**config.mk**
```make
export PLATFORM = sky130hd
export DESIGN_NAME = tt_um_hoene_protocol_receiver
export DESIGN_NICKNAME = d
export VERILOG_FILES = /design/src/rtl/tt_um_hoene_protocol_receiver.sv
export SDC_FILE = /design/constraint.sdc
export NUM_CORES = 1
export LEC_CHECK = 0
export CAP_MARGIN = 5
export CORE_MARGIN = 2
export CORE_UTILIZATION = 43
export CTS_BUF_LIST = sky130_fd_sc_hd__clkbuf_8 sky130_fd_sc_hd__clkbuf_16
export DETAILED_ROUTE_END_ITERATION = 12
export PLACE_DENSITY = 0.66
export SYNTH_ARGS = -nofsm -noshare
export SYNTH_HDL_FRONTEND = slang
export SYNTH_SLANG_ARGS = --single-unit
```
**constraint.sdc**
```tcl
create_clock -name clk -period 1.9 [get_ports clk]
set_input_delay 0.38 -clock clk [delete_from_list [all_inputs] [get_ports clk]]
set_output_delay 0.38 -clock clk [all_outputs]
set_load 0.02 [all_outputs]
```
**src/rtl/tt_um_hoene_protocol_receiver.sv**
```systemverilog
// Pulse-width decoder for the single-wire LED data stream.
// Synchronises din, measures each high pulse and emits one bit strobe per
// pulse with its index in the word; out_sync frames the stream.
module tt_um_hoene_protocol_receiver #(
  parameter int T_THRESHOLD = 24,
  parameter int T_RESET     = 200,
  parameter int WORD_BITS   = 25
) (
  input  logic       clk,
  input  logic       reset,
  input  logic       din,
  output logic       out_data,
  output logic       out_clk,
  output logic       out_sync,
  output logic [4:0] bit_counter,
  output logic       line_fault
);

  localparam int CW = $clog2(T_RESET + 1);

  // T_THRESHOLD is expected to be below T_RESET, so it fits the counter width.
  localparam logic [CW-1:0] CNT_MAX  = CW'(T_RESET);
  localparam logic [CW-1:0] CNT_LAST = CW'(T_RESET - 1);
  localparam logic [CW-1:0] CNT_ONE  = CW'(1);
  localparam logic [CW-1:0] THR      = CW'(T_THRESHOLD);
  localparam logic [4:0]    IDX_LAST = 5'(WORD_BITS - 1);

  typedef enum logic [1:0] {
    ST_IDLE,
    ST_HIGH,
    ST_LOW,
    ST_FAULT
  } state_t;

  state_t        state, state_d;
  logic          s1, s2, s3;
  logic          vld_p1, vld_p2, vld_p3;
  logic          rise, fall;
  logic [CW-1:0] cnt, cnt_d, cnt_inc;
  logic          out_data_d, out_clk_d, out_sync_d, line_fault_d;
  logic [4:0]    bit_counter_d, idx_adv;

  // Synchroniser chain plus a warm-up flag that follows it: s3 only holds a
  // real line sample three edges after reset, so edges are ignored until then.
  // This keeps a pulse already in progress at reset from being taken as a rise.
  always_ff @(posedge clk) begin
    if (reset) begin
      s1     <= 1'b0;
      s2     <= 1'b0;
      s3     <= 1'b0;
      vld_p1 <= 1'b0;
      vld_p2 <= 1'b0;
      vld_p3 <= 1'b0;
    end else begin
      s1     <= din;
      s2     <= s1;
      s3     <= s2;
      vld_p1 <= 1'b1;
      vld_p2 <= vld_p1;
      vld_p3 <= vld_p2;
    end
  end

  assign rise    = vld_p3 & s2 & ~s3;
  assign fall    = vld_p3 & ~s2 & s3;
  assign cnt_inc = (cnt < CNT_MAX) ? cnt + CNT_ONE : cnt;
  assign idx_adv = out_clk ? ((bit_counter == IDX_LAST) ? 5'd0 : bit_counter + 5'd1)
                           : bit_counter;

  // Next-state and output decode; the bit index steps the cycle after a strobe.
  always_comb begin
    state_d       = state;
    cnt_d         = cnt;
    out_data_d    = out_data;
    out_clk_d     = 1'b0;
    out_sync_d    = out_sync;
    line_fault_d  = line_fault;
    bit_counter_d = idx_adv;
    case (state)
      ST_IDLE: begin
        bit_counter_d = 5'd0;
        if (rise) begin
          state_d      = ST_HIGH;
          cnt_d        = CNT_ONE;
          out_sync_d   = 1'b1;
          line_fault_d = 1'b0;
        end
      end
      ST_HIGH: begin
        if (fall) begin
          state_d    = ST_LOW;
          out_data_d = (cnt >= THR);
          out_clk_d  = 1'b1;
          cnt_d      = CNT_ONE;
        end else if (s2) begin
          if (cnt == CNT_LAST) begin
            // Line stuck high: abandon the frame without a strobe.
            state_d       = ST_FAULT;
            cnt_d         = CNT_MAX;
            out_sync_d    = 1'b0;
            line_fault_d  = 1'b1;
            bit_counter_d = 5'd0;
          end else begin
            cnt_d = cnt_inc;
          end
        end
      end
      ST_LOW: begin
        if (rise) begin
          state_d = ST_HIGH;
          cnt_d   = CNT_ONE;
        end else if (!s2) begin
          if (cnt == CNT_LAST) begin
            // Long low: frame ends, any partial word is dropped downstream.
            state_d       = ST_IDLE;
            cnt_d         = CNT_MAX;
            out_sync_d    = 1'b0;
            bit_counter_d = 5'd0;
          end else begin
            cnt_d = cnt_inc;
          end
        end
      end
      ST_FAULT: begin
        bit_counter_d = 5'd0;
        if (!s2) begin
          state_d = ST_IDLE;
        end
      end
      default: begin
        state_d = ST_IDLE;
      end
    endcase
  end

  // State, duration counter and output registers.
  always_ff @(posedge clk) begin
    if (reset) begin
      state       <= ST_IDLE;
      cnt         <= '0;
      out_data    <= 1'b0;
      out_clk     <= 1'b0;
      out_sync    <= 1'b0;
      line_fault  <= 1'b0;
      bit_counter <= 5'd0;
    end else begin
      state       <= state_d;
      cnt         <= cnt_d;
      out_data    <= out_data_d;
      out_clk     <= out_clk_d;
      out_sync    <= out_sync_d;
      line_fault  <= line_fault_d;
      bit_counter <= bit_counter_d;
    end
  end

endmodule

```
# Word level (Yosys, flattened, before mapping)
# Index checks and enable logic that the tools add are counted.
[totals] wordCells=89 inputBits=3 out_inout_bits=9 reg_bits=25
[classes] n_mux=39 reduce_logical=10 bitwise_logic=7 add_sub_neg=2 magnitude_cmp=2 n_eq_ne=16
[op_table] operator="8-bit two-way mux" n=7
[op_table] operator="5-bit two-way mux" n=7
[op_table] operator="8-bit one-hot mux with 3 select lines" n=1
[op_table] operator="2-bit two-way mux" n=8
[op_table] operator="5-bit one-hot mux with 3 select lines" n=1
[op_table] operator="2-bit inequality test, second input constant" n=7
[op_table] operator="1-bit two-way mux" n=12
[op_table] operator="3-bit inequality test, second input constant" n=4
[op_table] operator="6-bit AND reduction" n=2
[op_table] operator="8-bit by 1-bit adder with 8-bit output, second input constant" n=1
[op_table] operator="8-bit equality test, second input constant" n=1
[op_table] operator="8-bit by 5-bit greater-or-equal comparator with 1-bit output, second input constant" n=1
[op_table] operator="8-bit < comparator, second input constant" n=1
[op_table] operator="2-bit one-hot mux with 4 select lines" n=1
[op_table] operator="5-bit by 1-bit adder with 5-bit output, second input constant" n=1
[op_table] operator="5-bit equality test, second input constant" n=1
[op_table] operator="5-bit AND reduction" n=1
[op_table] operator="1-bit bitwise AND" n=4
[op_table] operator="2-bit equality test, second input constant" n=2
[op_table] operator="4-bit AND reduction" n=1
[op_table] operator="2-bit OR reduction" n=2
[op_table] operator="1-bit inverter" n=3
[op_table] operator="1-bit one-hot mux with 3 select lines" n=1
[op_table] operator="3-bit nonzero test" n=1
[op_table] operator="5 further kinds" n=5

# Logic depth before layout (Yosys ltp)
# Gate-level depths: netlist of run 1.
[logic_depth] ltp_word=7 ltp_mapped=7 mapped_depth_nobuf=6

# Worst setup path before layout of run 1
# No wires, ideal clock.
[synth_timing] path_kind="flip-flop to flip-flop" start="reg state[1]" end="reg state[0]" setup_ns=0.123 path_slack_ns=0.022 period_less_slack_ns=1.878 path_stages_with_launch=8 required_ns=1.777 path_buffers=1 t_arrival_ns=1.754 cell_sequence="dfxtp_1 inv_1 ha_1 buf_2 nor2_1 nor3_1 a221oi_2 mux2_1"
[synth_via] elab_chain_len=3 word_cells_on_any_way=12 classes_between="eq/ne: 9; mux: 1; reduce/logical: 2"
[synth_rtl] item="from (decl)" line_no="35" text="state_t state, state_d;"
[synth_rtl] item="from (signal assigned)" line_no="147" text="state <= state_d;"
[synth_rtl] item="2-bit by 1-bit equality test with 1-bit output, or another cell as far along" line_no="79" text="case (state)"
[synth_rtl] item="3-bit inequality test (no source line) / 2-bit inequality test (equally long branches)"
[synth_rtl] item="6-bit AND reduction (no source line)"
# Several ways; a longest one is shown, not always the timed one.
# A chain may end at the register's enable or synchronous reset.

# Worst setup path after layout of run 1
# Ends and elaborated chain as after synthesis.

==> summary.txt, run 1 <==
Outcome
  • Outcome: finished, final reports clean

Worst setup path
  • CP cell instances: inv_1, ha_2, and4bb_4, nor3_1, a221oi_2, mux2_1
  • Critical Path Fanout Max: 7
  • Crit path largest cell delay: 370 ps
  • CP Buf/Inv Count: 1
  • Critical path type: reg2reg
  • CP arrival: 2010 ps
  • Worst r2r dst: state[0]
  • Worst reg2reg path depth: 6
  • Worst path top cell family by delay: simple AND/OR/NAND/NOR gates
  • Critical path launch point type: flop
  • Slowest CP cell: dfxtp_2
  • Reg2Reg Launch Point: state[1]
  • Reg2reg setup slack: 50 ps
  • Crit end category: flop
  • Critical Path RT: 2060 ps

GRT
  • GRT Total Usage: 17.44%
  • GRT busiest layer: met2
  • GR Util met2: 29.47%
  • Met1 Track Usage GR: 23.53%
  • M3 GR Usage: 1.786%
  • Initial antenna violation count: 0
  • Vias in the first global route: 1279
  • Grt ovf: 0
  • Largest net degree at the start of global routing: 16
  • Wire length of the first global-routing pass: 5.768 mm

STA
  • Fmax: 539.8 MHz
  • Final setup fails: 0
  • Tcrit/Tclk final: 97.50%
  • Unrepaired setup endpoints after global routing: yes
  • Layout Skew: 1.657 ps
  • Worst slew pin tran: 417.9 ps
  • Final min period: 1852 ps
  • Max-slew violation count: 0
  • Final worst setup slack: 47.51 ps
  • Relative slew slack: 71.42%
  • Final Hold Viols: 0

Route
  • DRC: 0
  • Antenna Nets Post-Route: 0
  • TritonRoute pass-1 iters: 4
  • Initial drt markers: 62
  • Drt total wl: 3.449 mm
  • Vias per cell: 5.652
  • Via count: 1379
  • Avg WL per Cell: 14.14 um

Clocking
  • CTS root buffer: clkbuf_8
  • Clk_lat worst skew: 270 ps
  • Cts-stage hold buffer count: 0
  • H-tree Lvls: 1
  • Clock transition at path regs: 90 ps
  • TritonCTS Buffers: 3
  • Clock sink count: 25
  • Clock buffer depth: 2
  • CTS tree: done

Synthesis
  • Post-synth ARST share: 0%
  • Ys flop type: dfxtp_1
  • Post-synth EDFFs: 0
  • Synthesized cell area: 1520 sq um
  • YS warnings: 0
  • Dominant cells by area after synthesis: dfxtp_1, ha_1, o211ai_1, nor2b_1, o311ai_2
  • Seq/Total Area, Yosys: 32.92%
  • Synth Area per Inst: 9.049 sq um
  • Yosys top cell by area: dfxtp_1
  • Post-synth cell types: 45
  • Cells after synthesis: 168
  • Yosys top cell area share: 32.92%
  • Yosys reg bits: 25
  • Post-Syn Nets: 179

Floorplan
  • Core Footprint: 3363 sq um
  • Starting Density: 45.20%
  • Die ar.: 4027 sq um
  • # rows: 21
  • Die width: 63.46 um
  • Die height: 63.46 um
  • # IOs: 12

Min path
  • Sink of the worst hold path: s2
  • Hold path startpoint: s1
  • Hold Path Cell Cnt: 1
  • Type of the worst min-delay path: reg2reg

Placed design
  • IO buf count: 11
  • Pre-CTS setup slack: -34.98 ps
  • Dpl cell area: 1795 sq um
  • Gpl congestion: 0.8537
  • Post-DP HPWL: 2.569 mm

Final layout
  • Commonest non-fill, non-tap cell in the layout: dfxtp_1
  • Layout cell share with drive strength beyond 1: 24.24%
  • Final instance area: 1901 sq um
  • Nets@finish: 210
  • Most frequent cells in the layout: dfxtp_1, buf_4, nand2_1, inv_1, clkdlybuf4s50_1
  • P&R area growth vs syn: 25.02%
  • Antenna diodes: 0
  • Fillers: 299
  • Fin util: 56.51%

Flow run
  • Max Cap Viol: 0

Pwr
  • Worst vdd ir: 0.5439 mV
  • PD cells: 711.4 nW/um^2
  • Static Leak: 0.6655 nW
  • Pwr Total: 0.001352 W
sequential cells by signal, indices dropped and copies added, names as in the netlist:
signal,flops
bit_counter,5
cnt,8
line_fault,1
out_clk,1
out_data,1
out_sync,1
s1,1
s2,1
s3,1
state,2
vld_p1,1
vld_p2,1
vld_p3,1
cell usage after synthesis, types with 4 or more instances:
master,n
a211oi_1,4
mux2i_1,4
nand3_1,5
nand2_1,12
o211ai_1,7
a41oi_1,4
ha_1,8
inv_1,12
dfxtp_1,25
a21oi_1,8
nor2b_1,8
nand4_1,5
nor3_1,6
and3_1,4
o21ai_0,5
nor2_1,11
area by class of cell:
cell class / count / area, sq um / share of cell area, %
Sequential cell: 25 / 503.0 / 26.46
Timing Repair Buffer: 32 / 271.5 / 14.29
Multi-Input combinational cell: 125 / 974.7 / 51.28
Clock inverter: 1 / 7.507 / 0.3950
Inverter: 12 / 45.04 / 2.370
Tap cell: 46 / 57.56 / 3.028
Clock buffer: 3 / 41.29 / 2.172
layer usage:
layer,wire length (um),part of all wire (%),up-vias
met4,27,0.78,0
met1,1638,47,635
met3,138,4.0,2
met2,1645,48,38
met5,0,0,-
li1,-,-,704
cells by family after synthesis:
family / after synthesis / share of synthesized area (%)
AOI/OAI and AO/OA: 46 / 24.86
adders and majority gates: 8 / 6.585
buffers and inverters: 18 / 5.267
DFF: 25 / 32.92
muxes: 5 / 3.375
and+or+nand+nor: 66 / 27.00
per-stage QoR:
stage	hold slack (ps)	instances	TNS, ps
after floorplan	413.8	168	0
after global placement	418.5	238	0
after detailed placement	425.5	238	-34.98
after CTS	448.2	243	0
after global routing	469.2	244	-16.88
final	446.0	244	0
worst register-to-register path: cells and delay by family, from the launching register on:
family                     cells  cell delay, ps
and+or+nand+nor                2             410
adders and majority gates      1             230
DFF                            1             370
muxes                          1             360
buffers and inverters          1              70
AOI/OAI and AO/OA              1             310
timing repair:
action	4_1_cts	5_1_grt
endpoints found under the setup margin	3	8
gates resized for setup	1	11
pin swaps	2	3
setup buffers	1	1
power breakdown:
group | switching (W) | internal (W) | leakage [nW] | total, W
sequential | 0.0000224 | 0.000553 | 0.204 | 0.000575
clock | 0.000170 | 0.000149 | 0.0217 | 0.000319
combinational | 0.000235 | 0.000223 | 0.440 | 0.000458
total | 0.000428 | 0.000924 | 0.666 | 0.00135
how the worst max path moves through the flow:
stage / endpoint / depth (start not counted) / slack [ps] / from
finish: state[0] / 6 / 50 / state[1]
global placement: state[0] / 6 / 20 / state[1]
floorplan: state[0] / 7 / 20 / state[1]
global route: state[0] / 6 / -20 / state[1]
detailed placement: state[0] / 6 / -30 / state[1]
CTS: state[0] / 6 / 0.6 / state[1]
Note: power is estimated with default switching activity, not from simulation.
==> run 2, diff against run 1 <==
Settings changed: CAP_MARGIN 5 to unset, DONT_BUFFER_PORTS set to 1, PLACE_DENSITY 0.66 to 0.62, SKIP_CTS_REPAIR_TIMING set to 1.
==> run 2 against run 1 <==
- sequential cell count stayed put
- wire length rose by 4.8%
- core utilization is 3.8 points lower
- sequential share of layout area increased by 2.2 points
- combinational power fell by 12%
- count of clock-buffer cells in the layout is the same
- final area shrank 6.6%
==> summary.txt, run 2 (synthesized netlist as in run 1, its figures left out) <==
Floorplan
  • # IOs: 12 (unchanged)
  • Core Footprint: 3363 sq um (unchanged)
  • Die height: 63.46 um (unchanged)
  • # rows: 21 (unchanged)
  • Die width: 63.46 um (unchanged)
  • Die ar.: 4027 sq um (unchanged)
  • Starting Density: 45.20% (unchanged)

STA
  • Tcrit/Tclk final: 96.88% (-0.62 points)
  • Final setup fails: 0 (unchanged)
  • Final min period: 1841 ps (-11.73 ps)
  • Fmax: 543.3 MHz (+0.64%)
  • Final Hold Viols: 0 (unchanged)
  • Worst slew pin tran: 415.8 ps (-2.116 ps)
  • Final worst setup slack: 59.24 ps (+11.73 ps)
  • Max-slew violation count: 0 (unchanged)
  • Layout Skew: 3.230 ps (+1.573 ps)
  • Relative slew slack: 72.16% (+0.74 points)

GRT
  • Vias in the first global route: 1333 (+4.2%)
  • Wire length of the first global-routing pass: 6.085 mm (+5.5%)
  • Largest net degree at the start of global routing: 17 (+1)
  • Grt ovf: 0 (unchanged)
  • GRT Total Usage: 18.60% (+1.2 points)
  • Initial antenna violation count: 0 (unchanged)

Final layout
  • Max FFs per register: 8 (unchanged)
  • Final instance area: 1774 sq um (-6.6%)
  • Commonest non-fill, non-tap cell in the layout: dfxtp_1
  • Layout cell share with drive strength beyond 1: 25.14% (+0.89 points)
  • Largest register by flop count: cnt
  • Antenna diodes: 0 (unchanged)
  • Nets@finish: 195 (-7.1%)
  • Largest registers: cnt x8, bit_counter x5, state x2
  • P&R area growth vs syn: 16.71%
  • Most frequent cells in the layout: dfxtp_1, buf_4, nand2_1, inv_1, nor2_1
  • Fillers: 314 (+5.0%)
  • Cell Count, Final, Fillers Out: 229 (-6.1%)

Clocking
  • Clock transition at path regs: 90 ps (about the same)
  • Clk_lat worst skew: 260 ps (about the same)
  • Clock buffer depth: 2 (unchanged)
  • TritonCTS Buffers: 3 (unchanged)
  • Clock sink count: 25 (unchanged)
  • CTS root buffer: clkbuf_8
  • H-tree Lvls: 1 (unchanged)
  • CTS tree: done

Worst setup path
  • Critical path type: reg2reg
  • Crit end category: flop
  • Critical Path RT: 2080 ps (+20 ps)
  • CP arrival: 2020 ps (about the same)
  • Critical Path Fanout Max: 4 (-3)
  • Critical path launch point type: flop
  • Reg2reg setup slack: 60 ps (about the same)

Placed design
  • Dpl cells: 225 (-5.5%)
  • Gpl congestion: 0.8596 (+0.69%)
  • Pre-CTS setup slack: -76.58 ps (-41.60 ps)
  • IO buf count: 0 (-11)
  • Dpl cell area: 1670 sq um (-7.0%)
  • Post-DP HPWL: 2.670 mm (+3.9%)

Route
  • Initial drt markers: 49 (-21%)
  • Vias per cell: 5.996 (+6.1%)
  • Avg WL per Cell: 15.79 um (+12%)
  • TritonRoute pass-1 iters: 4 (unchanged)
  • Antenna Nets Post-Route: 0 (unchanged)
  • Drt total wl: 3.615 mm (+4.8%)
  • DRC: 0 (unchanged)
  • Via count: 1373 (-0.44%)

Pwr
  • Pwr Total: 0.001308 W (-3.3%)
  • PD cells: 737.0 nW/um^2 (+3.6%)
  • Worst vdd ir: 0.5326 mV (-2.1%)
  • Static Leak: 0.6153 nW (-7.5%)

Flow run
  • Max Cap Viol: 0 (unchanged)

Min path
  • Type of the worst min-delay path: in2reg

Outcome
  • Outcome: finished, final reports clean
==> run 2: cell count changes in the layout (fill, tap and decap cells not counted) <==
cell / change
o31ai_2: +1
buf_6: -1
buf_4: -3
dfxtp_4: +2
dfxtp_1: -1
ha_2: -1
clkinvlp_4: -1
ha_4: +1
clkdlybuf4s50_1: -11
o31ai_1: -1
inv_2: +1
dfxtp_2: -1
==> run 2: routing by layer <==
metal  wire length, um  part of all wire (%)  global-route usage, %  vias to the layer above
met1              1640                    45                  24.75                      667
li1                  -                     -                      -                      664
met3               144                   4.0                  2.321                        8
met2              1771                    49                  30.92                       34
met5                 0                     0                      0                        -
met4                59                   1.6                  6.522                        0
==> run 2: layout make-up <==
type                            count  area, sq um  share of cell area (%)
Sequential cell                    25        509.2                   28.70
Multi-Input combinational cell    125        989.7                   55.78
Tap cell                           46        57.56                   3.244
Inverter                           12        45.04                   2.539
Clock buffer                        3        41.29                   2.327
Timing Repair Buffer               17        127.6                   7.193
Clock inverter                      1        3.754                  0.2116
==> run 2: worst max-delay path, stage by stage (launching register included) <==
cell	delay (ps)
dfxtp_4	370
inv_2	100
ha_4	170
and4bb_2	260
nor4b_4	390
buf_4	190
nand2_1	50
a211oi_1	220
==> run 2: power by group <==
part,switching (W),internal (W)
sequential,0.0000382,0.000555
combinational,0.000214,0.000191
clock,0.000165,0.000145
total,0.000418,0.000890
==> run 2: final timing paths <==
kind / from / end / cells past startpoint
setup / recovery: state[0] / cnt[3] / 7
hold reg to reg: s1 / s2 / 1
setup reg to reg: state[0] / cnt[3] / 7
hold / removal: reset / s3 / 1
==> run 2: metrics by stage <==
| step | hold WS [ps] | TNS (ps) | util [%] |
|---|---|---|---|
| global placement | 417.4 | 0 | 49.67 |
| CTS | 160.5 | -177.5 | 51.00 |
| finish | 170.9 | 0 | 52.75 |
| detailed placement | 436.0 | -76.58 | 49.67 |
| floorplan | 413.8 | 0 | - |
| global route | 156.4 | -19.24 | 52.75 |
